## config.mk

```make
export PLATFORM = sky130hd
export DESIGN_NAME = lisa_inst_emitter
export DESIGN_NICKNAME = d
export VERILOG_FILES = /design/src/rtl/lisa_inst_emitter.sv
export SDC_FILE = /design/constraint.sdc
export NUM_CORES = 1
export LEC_CHECK = 0
export CORE_MARGIN = 4
export CORE_UTILIZATION = 48
export CTS_CLUSTER_DIAMETER = 100
export DETAILED_ROUTE_END_ITERATION = 8
export PLACE_DENSITY = 0.79
export SETUP_SLACK_MARGIN = 0.1
export SLEW_MARGIN = 20
export SYNTH_ARGS = -nofsm -noshare
export SYNTH_HDL_FRONTEND = slang
export SYNTH_SLANG_ARGS = --single-unit
export TNS_END_PERCENT = 10
```

## constraint.sdc

```tcl
create_clock -name clk -period 4.17 [get_ports clk]
set_clock_uncertainty 0.15 [all_clocks]
set_input_delay 0.417 -clock clk [delete_from_list [all_inputs] [get_ports clk]]
set_output_delay 0.417 -clock clk [all_outputs]
set_load 0.05 [all_outputs]
```

## src/rtl/lisa_inst_emitter.sv

```systemverilog
// Serialises one LISA instruction per accept into a byte stream:
// byte 0 = opcode, byte 1 = total length, then operand bytes.
module lisa_inst_emitter #(
    parameter int MAX_BYTES = 16
) (
    input  logic                   clk,
    input  logic                   rst,
    input  logic                   in_valid,
    output logic                   in_ready,
    input  logic [7:0]             in_opcode,
    input  logic [7:0]             in_len,
    input  logic [MAX_BYTES*8-1:0] in_bytes,
    output logic                   out_valid,
    input  logic                   out_ready,
    output logic [7:0]             out_byte,
    output logic                   out_first,
    output logic                   out_last,
    output logic                   err_len,
    output logic [15:0]            inst_count,
    output logic                   busy
);
    // state | meaning
    // IDLE  | waiting for an instruction; in_ready high
    // SEND  | streaming buffer[idx] until the byte at len-1 transfers
    localparam int         IW      = (MAX_BYTES > 1) ? $clog2(MAX_BYTES) : 1;
    localparam logic [7:0] MAX_LEN = 8'(MAX_BYTES);
    localparam logic [0:0] S_IDLE  = 1'b0;
    localparam logic [0:0] S_SEND  = 1'b1;

    logic [0:0]    state_q, state_d;
    logic [7:0]    buf_q [MAX_BYTES];
    logic [7:0]    buf_d [MAX_BYTES];
    logic [7:0]    len_q, len_d;
    logic [IW-1:0] idx_q, idx_d;
    logic          err_q, err_d;
    logic [15:0]   inst_count_q, inst_count_d;
    logic          sending;
    logic          is_last;
    logic          len_ok;

    assign sending = (state_q == S_SEND);
    assign is_last = (8'(idx_q) == (len_q - 8'd1));
    assign len_ok  = (in_len >= 8'd2) && (in_len <= MAX_LEN);

    always_comb begin
        state_d      = state_q;
        buf_d        = buf_q;
        len_d        = len_q;
        idx_d        = idx_q;
        err_d        = 1'b0;
        inst_count_d = inst_count_q;
        case (state_q)
            S_IDLE: begin
                if (in_valid) begin
                    if (len_ok) begin
                        // image bytes 0/1 are replaced by opcode and length
                        for (int k = 0; k < MAX_BYTES; k++) begin
                            buf_d[k] = in_bytes[k*8 +: 8];
                        end
                        buf_d[0] = in_opcode;
                        buf_d[1] = in_len;
                        len_d    = in_len;
                        idx_d    = '0;
                        state_d  = S_SEND;
                    end else begin
                        err_d = 1'b1;
                    end
                end
            end
            default: begin
                if (out_ready) begin
                    if (is_last) begin
                        inst_count_d = inst_count_q + 16'd1;
                        state_d      = S_IDLE;
                    end else begin
                        idx_d = idx_q + 1'b1;
                    end
                end
            end
        endcase
    end

    always_ff @(posedge clk) begin
        if (rst) begin
            state_q      <= S_IDLE;
            len_q        <= '0;
            idx_q        <= '0;
            err_q        <= 1'b0;
            inst_count_q <= '0;
        end else begin
            state_q      <= state_d;
            len_q        <= len_d;
            idx_q        <= idx_d;
            err_q        <= err_d;
            inst_count_q <= inst_count_d;
        end
    end

    // Buffer contents are only observed in SEND, so it needs no reset.
    always_ff @(posedge clk) begin
        buf_q <= buf_d;
    end

    assign in_ready   = ~rst & ~sending;
    assign out_valid  = sending;
    assign busy       = sending;
    assign out_byte   = sending ? buf_q[idx_q] : 8'h00;
    assign out_first  = sending && (idx_q == '0);
    assign out_last   = sending && is_last;
    assign err_len    = err_q;
    assign inst_count = inst_count_q;

endmodule

```

==> out/metrics.csv <==
stage;metric;value;unit
route;DRC;0;
logic_synthesis;EDFF count, synth;128;
route;detailed-route via count;4018;
global_routing;antenna violations before repair;0;
logic_synthesis;count of cell types in the netlist;49;
cts;Clock Sinks;158;
critical_path;Reg-to-Reg End;inst_count[13];
outcome;status;finished, final reports clean;
timing;Slew @ Worst Pin;0.905;ns
power;Final Power;3.34;mW
cts;H-tree depth;4;
route;router iterations before antenna repair;4;
route;DRT iter0 DRCs;282;
final_layout;area grow syn2layout;35.0;%
place;IO buf count;161;
place;routability cong.;0.801;
final_layout;final non-filler cell total;745;
global_routing;GRT Total Usage;0.184;
floorplan;Core Rows;42;
timing;Final Slew Violations;0;
cts;Bufs on Longest Clock Path;2;
worst_hold_path;min-delay src;len_q[5];
logic_synthesis;number of synthesis warnings;0;
critical_path;slowest stage delay, CP;0.80;ns
timing;setup violators final;0;
critical_path;RR Startpoint;busy;
logic_synthesis;Top FF cell, synth;edfxtp_1;
cts;Worst-path clk slew;0.06;ns
place;pre-CTS WS;0.756;ns
route;WL final;14200;um
place;HPWL reported at the end of detailed placement;9900;um
worst_hold_path;hold path cells;2;
global_routing;gr ovfl total;0;
logic_synthesis;Cells after Synth;391;
floorplan;I/O pin cnt;178;
logic_synthesis;synthesized area per cell;17.0;um2
critical_path;CP Launch Type;flip-flop;
floorplan;Starting Density;0.495;
final_layout;layout cell share with drive strength beyond 1;0.148;
floorplan;Die H;126;um
logic_synthesis;mapped cell area;6630;um2
timing;RSZ-0062 raised after global routing;false;
power;Pleak;2.93;nW
critical_path;R2R depth;5;
cts;Hold Buf Count CTS;0;
logic_synthesis;Post-synth ARST share;0;
cts;Resized cells post-CTS;0;
global_routing;vias in the first global route;4254;
critical_path;slowest CP cell;clkdlybuf4s50_1;
worst_hold_path;worst min path class;flip-flop to flip-flop;
power;Pwr Density;373;nW/um2
place;dpl cells;713;
critical_path;CP Cell Sequence;inv_1, ha_1, xnor2_2, nor4_4, nand4b_4, nor2_1, and2_1, clkdlybuf4s50_1;
worst_hold_path;Hold EP;len_q[5];
route;drt wl/cell;19.1;um
critical_path;critical path arrival;3.27;ns
cts;clk_lat worst skew;0.41;ns
timing;worst setup margin;0.331;ns
timing;Worst slew margin;0.391;
floorplan;DIE AREA;15800;um2
critical_path;Worst Path Required;3.60;ns
route;Post-DRT Antenna Nets;0;
power;Peak VDD IR;280;uV
route;Via density;5.39;
critical_path;Crit Path Class;flip-flop to output port;
flow_run;max cap viols;0;
cts;Post-CTS Setup Bufs;0;
timing;Achievable Freq;0.260;GHz
cts;CTS Root Buffer Type;clkbuf_16;
logic_synthesis;synthesized net count;543;
timing;Hold Fails Final Rpt;0;
timing;fin crit period;3.84;ns
logic_synthesis;Seq/Total Area, Yosys;0.671;
timing;setup_tns;0;ns
critical_path;endpoint class of the critical path;output port;
critical_path;Setup crit start;len_q[0];
floorplan;CORE AREA;13400;um2
global_routing;wire length of the first global-routing pass;22200;um
critical_path;internal reg-to-reg setup slack;1.08;ns
logic_synthesis;post-synthesis register bit count;158;
global_routing;pin count of the biggest net entering global routing;104;
cts;CTS tree;done;
final_layout;n_diodes;0;
floorplan;die width;126;um
cts;total CTS buffers;17;
final_layout;Layout Nets;708;
timing;period utilization;0.921;
critical_path;critical-path maximum fanout;28;
[routing by layer]
metal  track usage  routed length, um  vias to the layer above
met5             0                  0                        -
met4        0.0619                185                        0
met3        0.0576               1010                       15
met2         0.307               7200                      149
met1         0.229               5850                     1985
li1              -                  -                     1869
[cells in the final DEF (no fill, tap or decap), drive strengths merged, types with 5 or more instances in the layout]
cell type | netlist | routed
and2 | 11 | 11
nor3 | 17 | 17
mux2i | 7 | 7
nor4 | 6 | 6
nand2b | 5 | 5
mux4 | 40 | 40
nand3 | 7 | 7
inv | 7 | 9
dfxtp | 30 | 30
o31ai | 5 | 5
mux2 | 11 | 11
nand2 | 13 | 13
edfxtp | 128 | 128
clkdlybuf4s50 | 0 | 161
buf | 13 | 8
nor2b | 12 | 12
a21oi | 6 | 6
clkbuf | 10 | 22
nor2 | 24 | 24
[kinds of logic after synthesis]
group,after synthesis,synth area share
xor+xnor,5,0.00774
compound gates,23,0.0262
simple gates,113,0.0976
mux,58,0.165
flops,158,0.671
fa+ha+maj,4,0.00755
buf+inv,30,0.0251
[report_power, final]
group / leakage (nW) / internal, mW / switching [mW]
clock: 0.246 / 0.819 / 0.599
combinational: 1.28 / 0.131 / 0.0645
sequential: 1.40 / 1.72 / 0.00576
[worst max-delay path by stage]
stage	slack, ns	to	cells past startpoint
floorplan	0.66	idx_q[0]	6
global placement	0.81	out_last	8
detailed placement	0.76	out_last	8
CTS	0.31	out_last	8
global route	0.12	out_last	8
finish	0.33	out_last	8
[per-stage QoR]
| step | area, um2 | hold WS (ns) | util |
|---|---|---|---|
| floorplan | 6630 | 0.296 | - |
| global placement | 8410 | 0.312 | 0.628 |
| detailed placement | 8410 | 0.332 | 0.628 |
| CTS | 8940 | 0.344 | 0.668 |
| global route | 8940 | 0.363 | 0.668 |
| finish | 8940 | 0.349 | 0.668 |
[Yosys cell counts, types with 2 or more instances]
| master | instances | area share |
|---|---|---|
| nor3_1 | 17 | 0.013 |
| and2_1 | 11 | 0.010 |
| clkbuf_1 | 10 | 0.0057 |
| edfxtp_1 | 128 | 0.58 |
| nand4_1 | 2 | 0.0019 |
| nand3_1 | 7 | 0.0053 |
| nor2b_1 | 12 | 0.011 |
| mux4_2 | 40 | 0.14 |
| nor4_1 | 5 | 0.0047 |
| buf_4 | 3 | 0.0034 |
| nand2_1 | 13 | 0.0074 |
| buf_2 | 4 | 0.0030 |
| buf_6 | 5 | 0.0085 |
| or4_1 | 4 | 0.0045 |
| a21oi_1 | 6 | 0.0045 |
| and4b_1 | 2 | 0.0030 |
| xnor2_1 | 3 | 0.0040 |
| and3_1 | 2 | 0.0019 |
| inv_1 | 6 | 0.0034 |
| nor2_1 | 24 | 0.014 |
| dfxtp_1 | 30 | 0.091 |
| ha_1 | 4 | 0.0076 |
| o211ai_1 | 3 | 0.0034 |
| mux2_1 | 11 | 0.019 |
| nand2b_1 | 5 | 0.0047 |
| o31ai_1 | 5 | 0.0057 |
| mux2i_1 | 7 | 0.011 |
[worst max-delay path, delay by kind of cell, from the launching register on]
| kind | cells | cell delay (ns) |
|---|---|---|
| simple gates | 4 | 1.11 |
| buf+inv | 2 | 0.87 |
| xor+xnor | 1 | 0.16 |
| flops | 1 | 0.40 |
| fa+ha+maj | 1 | 0.32 |
[registers in the layout, summed over array words and instances, names as in the netlist]
register	count
err_len	1
inst_count	16
busy	1
len_q	8
buf_q	128
idx_q	4
[cell type report]
type	instances	area, um2
clock buffer	22	444
clock inverter	10	90.1
fill	970	4460
inverter	7	26.3
multi-input combinational	203	2020
sequential	158	4450
tap	176	220
timing repair buffer	169	1700
Note: power is estimated with default switching activity, not from simulation.
